--- config.mk ---
export PLATFORM = sky130hd
export DESIGN_NAME = mem_addr_sched_flat
export DESIGN_NICKNAME = d
export VERILOG_FILES = /design/src/rtl/mem_addr_sched_if.sv /design/src/rtl/mem_addr_sched.sv /design/src/flat_wrapper.sv
export SDC_FILE = /design/constraint.sdc
export NUM_CORES = 1
export LEC_CHECK = 0
export BUFFER_PORTS_ARGS = -buffer_cell sky130_fd_sc_hd__clkbuf_2
export CAP_MARGIN = 15
export CORE_MARGIN = 5
export CORE_UTILIZATION = 50
export CTS_CLUSTER_DIAMETER = 100
export CTS_CLUSTER_SIZE = 8
export DETAILED_ROUTE_END_ITERATION = 8
export PLACE_DENSITY = 0.82
export SLEW_MARGIN = 15
export SYNTH_ARGS = -nofsm -noshare
export SYNTH_HDL_FRONTEND = slang
export SYNTH_SLANG_ARGS = --single-unit
export TNS_END_PERCENT = 1
--- constraint.sdc ---
create_clock -name clk -period 4.7 [get_ports clk]
set_clock_uncertainty 0.2 [all_clocks]
set_input_delay 0.235 -clock clk [delete_from_list [all_inputs] [get_ports clk]]
set_output_delay 0.235 -clock clk [all_outputs]
set_load 0.01 [all_outputs]
--- src/rtl/mem_addr_sched_if.sv ---
// Bundle of requester, dual-rail bus and status signals around mem_addr_sched.
// The slave view belongs to the scheduler and the master view to whatever drives it.
interface mem_addr_sched_if #(
  parameter int AW = 4
) ();
  logic          pc_req;
  logic [AW-1:0] pc_addr;
  logic          pc_gnt;
  logic          ins_req;
  logic [AW-1:0] ins_addr;
  logic          ins_gnt;
  logic [1:0]    ph0;
  logic [2*AW-1:0] addr_dr;
  logic          mem_ack;
  logic          busy;
  logic          err;
  logic          err_clr;

  modport slave (
    input  pc_req, pc_addr, ins_req, ins_addr, mem_ack, err_clr,
    output pc_gnt, ins_gnt, ph0, addr_dr, busy, err
  );

  modport master (
    output pc_req, pc_addr, ins_req, ins_addr, mem_ack, err_clr,
    input  pc_gnt, ins_gnt, ph0, addr_dr, busy, err
  );
endinterface

--- src/rtl/mem_addr_sched.sv ---
// Arbitrates PC fetch and operand requests onto a dual-rail address bus and
// runs the four-phase DATA/NULL handshake against a synchronized completion ack.
module mem_addr_sched #(
  parameter int AW      = 4,
  parameter int TIMEOUT = 64
) (
  input  logic            clk,
  input  logic            rst,
  mem_addr_sched_if.slave bus
);
  localparam int CW = $clog2(TIMEOUT);
  localparam logic [CW-1:0] CNT_LAST = CW'(TIMEOUT - 1);

  typedef enum logic [1:0] {
    IDLE  = 2'd0,
    DATA  = 2'd1,
    NULLW = 2'd2
  } state_t;

  state_t          state_q, state_d;
  logic            ack_m, ack_s;
  logic [CW-1:0]   cnt_q, cnt_d;
  logic            src_q, src_d;
  logic            last_q, last_d;
  logic [AW-1:0]   addr_q, addr_d;
  logic            sel_ins;
  logic            err_d, pc_gnt_d, ins_gnt_d, busy_d;
  logic [1:0]      ph0_d;
  logic [2*AW-1:0] addr_dr_d;

  function automatic logic [2*AW-1:0] dual_rail(input logic [AW-1:0] a);
    logic [2*AW-1:0] r;
    r = '0;
    for (int i = 0; i < AW; i++) begin
      r[2*i +: 2] = a[i] ? 2'b10 : 2'b01;
    end
    return r;
  endfunction

  // mem_ack is asynchronous to clk; only ack_s feeds the FSM
  always_ff @(posedge clk) begin
    if (rst) begin
      ack_m <= 1'b0;
      ack_s <= 1'b0;
    end else begin
      ack_m <= bus.mem_ack;
      ack_s <= ack_m;
    end
  end

  // src/last encoding: 1 = instruction requester, 0 = PC requester
  always_comb begin
    state_d   = state_q;
    cnt_d     = cnt_q;
    src_d     = src_q;
    last_d    = last_q;
    addr_d    = addr_q;
    sel_ins   = 1'b0;
    pc_gnt_d  = 1'b0;
    ins_gnt_d = 1'b0;
    err_d     = bus.err & ~bus.err_clr;
    unique case (state_q)
      IDLE: begin
        if ((bus.pc_req || bus.ins_req) && !ack_s) begin
          sel_ins = bus.ins_req && (!bus.pc_req || !last_q);
          src_d   = sel_ins;
          addr_d  = sel_ins ? bus.ins_addr : bus.pc_addr;
          cnt_d   = '0;
          state_d = DATA;
        end
      end
      DATA: begin
        if (ack_s) begin
          cnt_d   = '0;
          state_d = NULLW;
        end else if (cnt_q == CNT_LAST) begin
          err_d   = 1'b1;
          state_d = IDLE;
        end else begin
          cnt_d = cnt_q + CW'(1);
        end
      end
      NULLW: begin
        if (!ack_s) begin
          pc_gnt_d  = ~src_q;
          ins_gnt_d = src_q;
          last_d    = src_q;
          state_d   = IDLE;
        end else if (cnt_q == CNT_LAST) begin
          err_d   = 1'b1;
          state_d = IDLE;
        end else begin
          cnt_d = cnt_q + CW'(1);
        end
      end
      default: state_d = IDLE;
    endcase
  end

  // Bus word derives from the next state so ph0 and addr_dr switch on one edge
  always_comb begin
    ph0_d     = 2'b00;
    addr_dr_d = '0;
    busy_d    = (state_d != IDLE);
    if (state_d == DATA) begin
      ph0_d     = src_d ? 2'b10 : 2'b01;
      addr_dr_d = dual_rail(addr_d);
    end
  end

  always_ff @(posedge clk) begin
    if (rst) begin
      state_q     <= IDLE;
      cnt_q       <= '0;
      last_q      <= 1'b0;
      bus.ph0     <= 2'b00;
      bus.addr_dr <= '0;
      bus.pc_gnt  <= 1'b0;
      bus.ins_gnt <= 1'b0;
      bus.busy    <= 1'b0;
      bus.err     <= 1'b0;
    end else begin
      state_q     <= state_d;
      cnt_q       <= cnt_d;
      last_q      <= last_d;
      bus.ph0     <= ph0_d;
      bus.addr_dr <= addr_dr_d;
      bus.pc_gnt  <= pc_gnt_d;
      bus.ins_gnt <= ins_gnt_d;
      bus.busy    <= busy_d;
      bus.err     <= err_d;
    end
  end

  always_ff @(posedge clk) begin
    src_q  <= src_d;
    addr_q <= addr_d;
  end
endmodule

--- src/flat_wrapper.sv ---
// flat-port wrapper written by rule: the top's interface ports become plain ports
module mem_addr_sched_flat 
#(
  parameter int AW      = 4,
  parameter int TIMEOUT = 64
)
  (clk, rst, bus_pc_req, bus_pc_addr, bus_ins_req, bus_ins_addr, bus_mem_ack, bus_err_clr, bus_pc_gnt, bus_ins_gnt, bus_ph0, bus_addr_dr, bus_busy, bus_err);
  mem_addr_sched_if #(.AW(AW)) bus_i ();
  input  logic clk;
  input  logic rst;
  input wire logic [$bits(bus_i.pc_req)-1:0] bus_pc_req;
  input wire logic [$bits(bus_i.pc_addr)-1:0] bus_pc_addr;
  input wire logic [$bits(bus_i.ins_req)-1:0] bus_ins_req;
  input wire logic [$bits(bus_i.ins_addr)-1:0] bus_ins_addr;
  input wire logic [$bits(bus_i.mem_ack)-1:0] bus_mem_ack;
  input wire logic [$bits(bus_i.err_clr)-1:0] bus_err_clr;
  output wire logic [$bits(bus_i.pc_gnt)-1:0] bus_pc_gnt;
  output wire logic [$bits(bus_i.ins_gnt)-1:0] bus_ins_gnt;
  output wire logic [$bits(bus_i.ph0)-1:0] bus_ph0;
  output wire logic [$bits(bus_i.addr_dr)-1:0] bus_addr_dr;
  output wire logic [$bits(bus_i.busy)-1:0] bus_busy;
  output wire logic [$bits(bus_i.err)-1:0] bus_err;
  assign bus_i.pc_req = bus_pc_req;
  assign bus_i.pc_addr = bus_pc_addr;
  assign bus_i.ins_req = bus_ins_req;
  assign bus_i.ins_addr = bus_ins_addr;
  assign bus_i.mem_ack = bus_mem_ack;
  assign bus_i.err_clr = bus_err_clr;
  assign bus_pc_gnt = bus_i.pc_gnt;
  assign bus_ins_gnt = bus_i.ins_gnt;
  assign bus_ph0 = bus_i.ph0;
  assign bus_addr_dr = bus_i.addr_dr;
  assign bus_busy = bus_i.busy;
  assign bus_err = bus_i.err;
  mem_addr_sched #(.AW(AW), .TIMEOUT(TIMEOUT)) u_core (.clk(clk), .rst(rst), .bus(bus_i));
endmodule
# --- Yosys cells after proc, flatten, opt, wreduce, memory -nomap -nowiden ---
# Cells that the tools add are included.
classes:
  add_sub_neg: 1
  n_mul: 0
  div: 0
  magnitude_cmp: 0
  eq_ne: 6
  n_shift: 0
  mux: 24
  bitwise: 6
  reduce_logical: 14
ops:
  columns: ["cell", "count"]
  rows:
  - ["two-way mux 6 bit", 4]
  - ["two-way mux 2 bit", 9]
  - ["one-hot mux 6 bit (3 select lines)", 1]
  - ["two-way mux 4 bit", 3]
  - ["adder 6 x 1 -> 6 bit (second input constant)", 1]
  - ["equality test 6 bit (second input constant)", 1]
  - ["one-hot mux 2 bit (3 select lines)", 1]
  - ["two-way mux 1 bit", 5]
  - ["NOT 1 bit", 5]
  - ["equality test 2 x 1 -> 1 bit (second input constant)", 2]
  - ["!= test 2 x 1 -> 1 bit (second input constant)", 2]
  - ["logical NOT 1 bit", 3]
  - ["AND reduction 3 bit", 1]
  - ["nonzero test 3 bit", 1]
  - ["OR reduction 3 bit", 1]
  - ["equality test 2 bit (second input constant)", 1]
  - ["logical AND 1 bit", 2]
  - ["logical NOT 2 bit", 1]
  - ["logical OR 1 bit", 2]
  - ["one-hot mux 1 bit (2 select lines)", 1]
  - ["AND reduction 2 bit", 1]
  - ["nonzero test 2 bit", 1]
  - ["OR reduction 2 bit", 1]
  - ["AND 1 bit", 1]
totals:
  regBits: 30
  latch_bits: 0
  ramBits: 0
  mem_bits_ro: 0
  inputBits: 14
  wordCells: 64
  n_memories: 0

# --- Longest topological paths before layout ---
# Gate-level depths: netlist of the first run.
depth:
  depth_word: 7
  depth_mapped: 7
  mapped_depth_nobuf: 6

# --- Least setup slack after synthesis of the first run ---
# No wires, ideal clock.
synth_path:
  kind: "reg2reg"
  from: "register u_core.state_q[1]"
  to: "register u_core.bus.addr_dr[1]"
  setup_time_ps: 117
  t_arrival_ps: 1536
  required_time_ps: 4383
  slack_ps: 2847
  stages_incl_launch_ff: 8
  path_buffers: 1
  cell_sequence: "dfxtp_1 inv_1 ha_1 mux2i_1 a21oi_1 o221ai_1 buf_2 and4bb_1"
synth_via:
  elab_chain_cells: 6
  elab_cells_between_ends: 13
synth_lines:
  columns: ["item", "line", "source"]
  rows:
  - ["start, declared", "mem_addr_sched.sv:20", "state_t state_q, state_d;"]
  - ["start signal, assigned", "mem_addr_sched.sv:123", "state_q <= state_d;"]
  - ["two-way mux 2 bit", "mem_addr_sched.sv:76, mem_addr_sched.sv:89", null]
  - ["two-way mux 2 bit, on equally long branches", "mem_addr_sched.sv:84, mem_addr_sched.sv:73", null]
  - ["one-hot mux 2 bit (3 select lines)", "mem_addr_sched.sv:62", "unique case (state_q)"]
  - ["equality test 2 x 1 -> 1 bit", "mem_addr_sched.sv:105", "if (state_d == DATA) begin"]
  - ["NOT 1 bit (no source line)", null, null]
  - ["OR reduction 2 bit (no source line)", null, null]
  - ["end signal, assigned", "mem_addr_sched.sv:127", "bus.addr_dr <= addr_dr_d;"]
  - ["end, declared", "mem_addr_sched_if.sv:21", "output pc_gnt, ins_gnt, ph0, addr_dr, busy, err"]
# Parallel ways exist; a longest one is shown, timed or not.
# A chain may end at the register's enable or synchronous reset.

# --- Worst setup path after layout of the first run ---
layout_path:
  from: "register u_core.state_q[1]"
  to: "register u_core.bus.ph0[1]"
layout_via:
  elab_chain_cells: 6
  elab_cells_between_ends: 13
layout_lines:
  columns: ["item", "line", "source"]
  rows:
  - ["two-way mux 2 bit", "mem_addr_sched.sv:76, mem_addr_sched.sv:89", null]
  - ["two-way mux 2 bit, on equally long branches", "mem_addr_sched.sv:84, mem_addr_sched.sv:73", null]
  - ["one-hot mux 2 bit (3 select lines)", "mem_addr_sched.sv:62", null]
  - ["equality test 2 x 1 -> 1 bit", "mem_addr_sched.sv:105", null]
  - ["NOT 1 bit (no source line)", null, null]
  - ["OR reduction 2 bit (no source line)", null, null]
  - ["end signal, assigned", "mem_addr_sched.sv:126", "bus.ph0 <= ph0_d;"]
  - ["end, declared", "mem_addr_sched_if.sv:21", null]
# Parallel ways exist; a longest one is shown, timed or not.

==> qor.json, run 1 <==
{
  "worst_skew_pair.late_latency": {"value": 0.33, "unit": "ns"},
  "wl_per_cell": {"value": 14.34, "unit": "µm"},
  "routabilityCongestion": {"value": 0.8605},
  "timing.final.max_slew_violations": {"value": 0},
  "placeableCoreArea": {"value": 0.002522, "unit": "mm²"},
  "initialDrtViolationCount": {"value": 27},
  "power.total": {"value": 577.7, "unit": "µW"},
  "final_cell_mix": {"value": "dfxtp_1, clkbuf_2, inv_1, nand2_1"},
  "run_status": {"value": "complete, no violations"},
  "floorplan.die.width": {"value": 61.72, "unit": "µm"},
  "clock_tree.buffer_depth": {"value": 2},
  "syn-num-nets": {"value": 148},
  "critical_path.endpoint_type": {"value": "register"},
  "startpoint_type": {"value": "register"},
  "synth_seq_area_share": {"value": 44.90, "unit": "%"},
  "nNetsFinal": {"value": 179},
  "numCtsBuffers": {"value": 5},
  "clock_tree.htree_level_count": {"value": 2},
  "n_antenna_cell": {"value": 0},
  "synth-async-reset-ratio": {"value": 0, "unit": "%"},
  "largest_net_degree_at_the_start_of_global_routing": {"value": 17},
  "netlist_instances": {"value": 129},
  "worst_path_required_time": {"value": 4.73, "unit": "ns"},
  "cts_repair_resize_count": {"value": 0},
  "synth_enable_flop_cells": {"value": 0},
  "rsz_0062_raised_after_global_routing": {"value": "false"},
  "wl": {"value": 2738, "unit": "µm"},
  "postSynthAreaPerCell": {"value": 10.37, "unit": "µm²"},
  "root_buffer": {"value": "clkbuf_4"},
  "dieArea": {"value": 0.003809, "unit": "mm²"},
  "maxCapViolations": {"value": 0},
  "timing.hold.worst.class": {"value": "in2reg"},
  "detailroute.via_count": {"value": 1063},
  "port-buffer-count": {"value": 27},
  "finalHoldViolations": {"value": 0},
  "grt_pass1_vias": {"value": 1031},
  "synth-main-ff-cell": {"value": "dfxtp_1"},
  "synthesis.area": {"value": 0.001338, "unit": "mm²"},
  "clkSlewWorstSetupHoldPaths": {"value": 0.09, "unit": "ns"},
  "track_usage": {"value": 17.41, "unit": "%"},
  "worstMarginPinSlew": {"value": 0.8522, "unit": "ns"},
  "drt_pass1_iterations": {"value": 5},
  "setup_violations": {"value": 0},
  "tns": {"value": 0, "unit": "ns"},
  "start_util": {"value": 53.03, "unit": "%"},
  "drcViolationCount": {"value": 0},
  "yosys.cell_types.count": {"value": 38},
  "postRouteAntennaNets": {"value": 0},
  "relSlewSlack": {"value": 43.19, "unit": "%"},
  "grt-ovfl-total": {"value": 0},
  "grt_pass1_wl": {"value": 4671, "unit": "µm"},
  "area.growth.synth_to_final": {"value": 17.12, "unit": "%"},
  "yosysWarningCount": {"value": 0},
  "lkg_pwr": {"value": 0.6906, "unit": "nW"},
  "avgViaCountPerCell": {"value": 5.565},
  "path_class": {"value": "reg2reg"},
  "crit_path_max_fanout": {"value": 12},
  "clock-sinks": {"value": 30},
  "layout_min_cycle_time": {"value": 2.402, "unit": "ns"},
  "cts_tree": {"value": "done"},
  "final_layout_size_suffix_gt1_share": {"value": 27.95, "unit": "%"},
  "number_of_rows_created_at_floorplan": {"value": 18},
  "boundaryPins": {"value": 28},
  "ir_drop": {"value": 0.3353, "unit": "mV"},
  "max_freq": {"value": 416.4, "unit": "MHz"},
  "post_synthesis_sequential_element_count": {"value": 30},
  "power_per_cell_area": {"value": 368.8, "unit": "mW/mm²"},
  "finish.utilization": {"value": 62.10, "unit": "%"},
  "min_period_over_period": {"value": 51.10, "unit": "%"},
  "die-height": {"value": 61.72, "unit": "µm"},
  "layout.cells.most_common": {"value": "dfxtp_1"},
  "worst-endpoint-arrival": {"value": 2.43, "unit": "ns"},
  "postCtsSetupRepairBufs": {"value": 0},
  "antenna_found_initial": {"value": 0},
  "dp_hpwl": {"value": 2092, "unit": "µm"}
}
## final cells by class
class / count / area, µm²
fill: 223 / 955.9
multi-input combinational: 87 / 689.4
sequential: 30 / 600.6
timing repair buffer: 28 / 145.1
clock buffer: 6 / 51.30
tap: 30 / 37.54
inverter: 8 / 30.03
clock inverter: 2 / 12.51
## cells in the mapped netlist (all sizes together), types with 2 or more instances
cell,n,area (µm²)
mux2,9,116.4
nor2,6,30.03
dfxtp,30,600.6
inv,8,30.03
and3,3,18.77
a31oi,2,12.51
clkbuf,2,7.510
nand2b,3,18.77
nand2,8,30.03
and4bb,5,62.56
a21boi,2,18.77
nor4,5,31.28
nor2b,3,18.77
a21oi,4,20.02
nor3,2,10.01
mux2i,2,20.02
a41oi,2,17.52
nand3,5,25.02
o21ai,4,20.02
a211oi,4,30.03
ha,5,62.56
buf,2,10.01
o22ai,2,12.51
## worst paths after layout
| path | from | endpoint | slack, ns | depth (start not counted) |
|---|---|---|---|---|
| min | bus_pc_addr[1] | u_core.addr_q[1]$_DFF_P_ | 0.07 | 3 |
| max reg2reg | u_core.state_q[1]$_SDFF_PP0_ | u_core.bus.ph0[1]$_SDFF_PP0_ | 2.30 | 6 |
| max | u_core.state_q[1]$_SDFF_PP0_ | u_core.bus.ph0[1]$_SDFF_PP0_ | 2.30 | 6 |
| min reg2reg | u_core.ack_m$_SDFF_PP0_ | u_core.ack_s$_SDFF_PP0_ | 0.25 | 1 |
## metrics by stage
step	hold slack (ns)	instances	setup WS (ns)	instance area, µm²
CTS	0.05649	191	2.325	1567
global route	0.06342	191	2.117	1567
floorplan	0.1066	129	2.847	1338
detailed placement	0.2347	182	2.352	1493
global placement	0.2180	182	2.506	1493
finish	0.07142	191	2.298	1567
## flip-flops by register name, indices dropped and copies added, names as in the netlist, 2 cells and up
| signal | flops |
|---|---|
| u_core.bus.addr_dr | 8 |
| u_core.cnt_q | 6 |
| u_core.addr_q | 4 |
| u_core.bus.ph0 | 2 |
| u_core.state_q | 2 |
## worst max-delay path, cell delays in order (launching register included)
cell,delay [ns]
dfxtp_1,0.46
inv_1,0.12
ha_1,0.28
mux2i_1,0.20
a21oi_1,0.07
o221ai_1,0.69
and4bb_1,0.29
## layer usage
metal / track usage, % / share of wire [%] / vias up
li1: - / - / 538
met1: 19.75 / 41 / 489
met2: 28.25 / 50 / 29
met3: 4.959 / 6.1 / 7
met4: 11.82 / 2.8 / 0
met5: 0 / 0 / -
## timing repair
item / in CTS / in global routing
hold endpoints to repair: 1 / 0
endpoints found under the setup margin: 0 / 0
hold buffers: 1 / 0
## logic make-up (layout without fill, tap and decap cells)
family	after synthesis	in the layout	synth area share, %
simple gates	45	45	21.05
flops	30	30	44.90
compound gates	26	26	15.62
buf+inv	12	44	3.555
mux	11	11	10.20
fa+ha+maj	5	5	4.677
## power by group
part           switching, mW  leakage (nW)  internal, mW
combinational         0.0633         0.410        0.0579
clock                 0.0893        0.0343        0.0718
sequential            0.0121         0.246         0.283
total                  0.165         0.691         0.413
No activity file was read; power rests on OpenSTA's default activity.
==> inputs of run 2 (changes only) <==
--- a/config.mk
+++ b/config.mk
@@ -8,11 +8,11 @@
 export BUFFER_PORTS_ARGS = -buffer_cell sky130_fd_sc_hd__clkbuf_2
 export CAP_MARGIN = 15
 export CORE_MARGIN = 5
-export CORE_UTILIZATION = 50
+export CORE_UTILIZATION = 47
 export CTS_CLUSTER_DIAMETER = 100
 export CTS_CLUSTER_SIZE = 8
 export DETAILED_ROUTE_END_ITERATION = 8
-export PLACE_DENSITY = 0.82
+export PLACE_DENSITY = 0.81
 export SLEW_MARGIN = 15
 export SYNTH_ARGS = -nofsm -noshare
 export SYNTH_HDL_FRONTEND = slang
==> constraint.sdc (replaced) <==
create_clock -name clk -period 2.2 [get_ports clk]
set_clock_uncertainty 0.2 [all_clocks]
set_input_delay 0.11 -clock clk [delete_from_list [all_inputs] [get_ports clk]]
set_output_delay 0.11 -clock clk [all_outputs]
set_load 0.01 [all_outputs]
==> run 2 against run 1 <==
  * Register-to-register slack got worse by 2.1 ns
  * First-iteration DRC count did not move
  * Sequential share of layout area fell by 2.6 points
  * Total power rose by 120%
  * Combinational power rose by 130%
  * Maximum frequency rose by 19%
  * Highest routed layer unchanged
==> qor.json, run 2 (synthesized netlist as in run 1, its figures left out) <==
{
  "run_status": {"value": "complete, no violations"},
  "cp_slowest_cell": {"value": "a221oi_4"},
  "detailroute.via_count": {"value": 1104, "change": "+3.9%"},
  "power_frac_seq": {"value": 50.4, "unit": "%", "change": "-0.7 points"},
  "power.share.clock": {"value": 27.4, "unit": "%", "change": "-0.5 points"},
  "min_period_over_period": {"value": 91.86, "unit": "%", "change": "+41 points"},
  "timing.final.max_slew_violations": {"value": 0, "change": "unchanged"},
  "avgViaCountPerCell": {"value": 5.412, "change": "-2.8%"},
  "relSlewSlack": {"value": 69.95, "unit": "%", "change": "+27 points"},
  "startpoint_type": {"value": "register"},
  "start_util": {"value": 48.92, "unit": "%", "change": "-4.1 points"},
  "num-fill-cells": {"value": 221, "change": "-0.90%"},
  "port-buffer-count": {"value": 27, "change": "unchanged"},
  "clock-sinks": {"value": 30, "change": "unchanged"},
  "grt_pass1_wl": {"value": 4905, "unit": "µm", "change": "+5.0%"},
  "rsz_0062_raised_after_global_routing": {"value": "false"},
  "layout.cells.most_common": {"value": "dfxtp_1"},
  "postRouteAntennaNets": {"value": 0, "change": "unchanged"},
  "post-place-cells": {"value": 185, "change": "+1.6%"},
  "layout_min_cycle_time": {"value": 2.021, "unit": "ns", "change": "-0.3807 ns"},
  "maxCapViolations": {"value": 0, "change": "unchanged"},
  "nNetsFinal": {"value": 191, "change": "+6.7%"},
  "placeableCoreArea": {"value": 0.002734, "unit": "mm²", "change": "+8.4%"},
  "largest_reg_flops": {"value": 8, "change": "unchanged"},
  "number_of_rows_created_at_floorplan": {"value": 19, "change": "+1"},
  "path_class": {"value": "reg2reg"},
  "dp_hpwl": {"value": 2031, "unit": "µm", "change": "-2.9%"},
  "worst_path_required_time": {"value": 2.24, "unit": "ns", "change": "-2.49 ns"},
  "drt_pass1_iterations": {"value": 4, "change": "-1"},
  "final_cell_mix": {"value": "dfxtp_1, clkbuf_2, dlygate4sd3_1"},
  "grt_pass1_vias": {"value": 1132, "change": "+9.8%"},
  "largest_register": {"value": "u_core.bus.addr_dr"},
  "wl": {"value": 2861, "unit": "µm", "change": "+4.5%"},
  "power_switching": {"value": 350.4, "unit": "µW", "change": "+110%"},
  "n_antenna_cell": {"value": 0, "change": "unchanged"},
  "crit_path_cell_trace": {"value": "inv_1, ha_1, a221oi_4, a41oi_1, a211oi_1"},
  "floorplan.die.width": {"value": 63.35, "unit": "µm", "change": "+2.6%"},
  "grt-ovfl-total": {"value": 0, "change": "unchanged"},
  "ir_drop": {"value": 0.7219, "unit": "mV", "change": "+120%"},
  "initialDrtViolationCount": {"value": 27, "change": "unchanged"},
  "routabilityCongestion": {"value": 0.8380, "change": "-2.6%"},
  "area.growth.synth_to_final": {"value": 25.91, "unit": "%"},
  "drcViolationCount": {"value": 0, "change": "unchanged"},
  "finalHoldViolations": {"value": 0, "change": "unchanged"},
  "top_regs": {"value": "u_core.bus.addr_dr: 8 flops, u_core.cnt_q: 6 flops, u_core.addr_q: 4 flops"},
  "power_per_cell_area": {"value": 741.1, "unit": "mW/mm²", "change": "+100%"},
  "worst_skew_pair.late_latency": {"value": 0.33, "unit": "ns", "change": "about the same"},
  "lkg_pwr": {"value": 0.7442, "unit": "nW", "change": "+7.8%"},
  "max_freq": {"value": 494.8, "unit": "MHz", "change": "+19%"},
  "numCtsBuffers": {"value": 5, "change": "unchanged"},
  "post_layout_nonfiller_instances": {"value": 204, "change": "+6.8%"},
  "clkSlewWorstSetupHoldPaths": {"value": 0.10, "unit": "ns", "change": "about the same"},
  "power.switching_fraction": {"value": 28.07, "unit": "%", "change": "-0.44 points"},
  "clock_tree.buffer_depth": {"value": 2, "change": "unchanged"},
  "wl_per_cell": {"value": 14.02, "unit": "µm", "change": "-2.2%"},
  "track_usage": {"value": 15.14, "unit": "%", "change": "-2.3 points"},
  "worst_path_largest_cell_delay": {"value": 0.51, "unit": "ns", "change": "-0.18 ns"},
  "setup_violations": {"value": 0, "change": "unchanged"},
  "postCtsSetupRepairBufs": {"value": 0, "change": "unchanged"},
  "worst-endpoint-arrival": {"value": 2.06, "unit": "ns", "change": "-0.37 ns"},
  "antenna_found_initial": {"value": 0, "change": "unchanged"},
  "critical_path.endpoint_type": {"value": "register"},
  "worstMarginPinSlew": {"value": 0.4508, "unit": "ns", "change": "-0.4014 ns"},
  "clock_tree.htree_level_count": {"value": 2, "change": "unchanged"},
  "tns": {"value": 0, "unit": "ns", "change": "unchanged"},
  "internal_power": {"value": 897.7, "unit": "µW", "change": "+120%"},
  "fin_worst_hold_slack": {"value": 0.04975, "unit": "ns", "change": "-0.02167 ns"},
  "power.combinational.fraction": {"value": 22.2, "unit": "%", "change": "+1.2 points"},
  "die-height": {"value": 63.35, "unit": "µm", "change": "+2.6%"},
  "cts_tree": {"value": "done"},
  "root_buffer": {"value": "clkbuf_4"},
  "boundaryPins": {"value": 28, "change": "unchanged"},
  "timing.hold.worst.class": {"value": "in2reg"},
  "final_layout_size_suffix_gt1_share": {"value": 27.75, "unit": "%", "change": "-0.20 points"},
  "total_area_of_multi_input_combinational_cells": {"value": 689.4, "unit": "µm²", "change": "unchanged"},
  "dieArea": {"value": 0.004013, "unit": "mm²", "change": "+5.3%"},
  "ff_latch_area": {"value": 601.8, "unit": "µm²", "change": "+0.21%"},
  "crit_path_max_fanout": {"value": 10, "change": "-2"},
  "largest_net_degree_at_the_start_of_global_routing": {"value": 17, "change": "unchanged"}
}
run 2: cell type report:
class,instances,area share [%]
clock buffers,6,3.046
repair buffers,40,15.45
flip-flops and latches,30,35.74
multi-input cells,87,40.94
clock inverters,2,0.7429
inverters,8,1.783
well taps,31,2.303
run 2: worst max-delay path, delay by kind of cell, from the launching register on:
family / cells / cell delay, ns
fa+ha+maj: 1 / 0.31
flops: 1 / 0.40
compound gates: 3 / 0.94
buf+inv: 1 / 0.09
run 2: power by group through the flow:
| stage | Combinational [mW] | Clock (mW) | Sequential [mW] |
|---|---|---|---|
| floorplan | 0.162 | 0 | 0.654 |
| global placement | 0.248 | 0 | 0.641 |
| detailed placement | 0.260 | 0 | 0.642 |
| CTS | 0.276 | 0.353 | 0.629 |
| global route | 0.299 | 0.385 | 0.635 |
| finish | 0.277 | 0.342 | 0.629 |
run 2: repair_timing:
action / CTS / global route
setup endpoints to repair: 0 / 8
endpoints found under the hold margin: 16 / 0
hold buffers: 11 / 0
resized for setup: 0 / 1
run 2: routing by layer:
layer / part of all wire, % / GRT usage (%) / vias up
met5: 0 / 0 / -
met1: 41 / 15.55 / 513
met4: 0.84 / 4.935 / 0
met2: 51 / 26.65 / 34
li1: - / - / 555
met3: 7.5 / 7.282 / 2
run 2: path summary, 6_finish.rpt:
check	cells past startpoint	startpoint	endpoint	slack [ns]
hold / removal	5	bus_err_clr	u_core.bus.err$_SDFF_PP0_	0.05
hold reg to reg	1	u_core.ack_m$_SDFF_PP0_	u_core.ack_s$_SDFF_PP0_	0.26
setup / recovery	5	u_core.state_q[0]$_SDFF_PP0_	u_core.cnt_q[5]$_SDFFE_PP0P_	0.18
setup reg to reg	5	u_core.state_q[0]$_SDFF_PP0_	u_core.cnt_q[5]$_SDFFE_PP0P_	0.18
run 2: metrics by stage:
stage	instance area [µm²]	worst slack (ns)	utilization, %	power, mW
after floorplan	1338	0.3471	-	0.8163
after global placement	1509	0.2957	55.19	0.8892
after detailed placement	1509	0.1769	55.19	0.9013
after CTS	1683	0.1590	61.56	1.258
after global routing	1684	0.02703	61.60	1.320
final	1684	0.1792	61.60	1.248
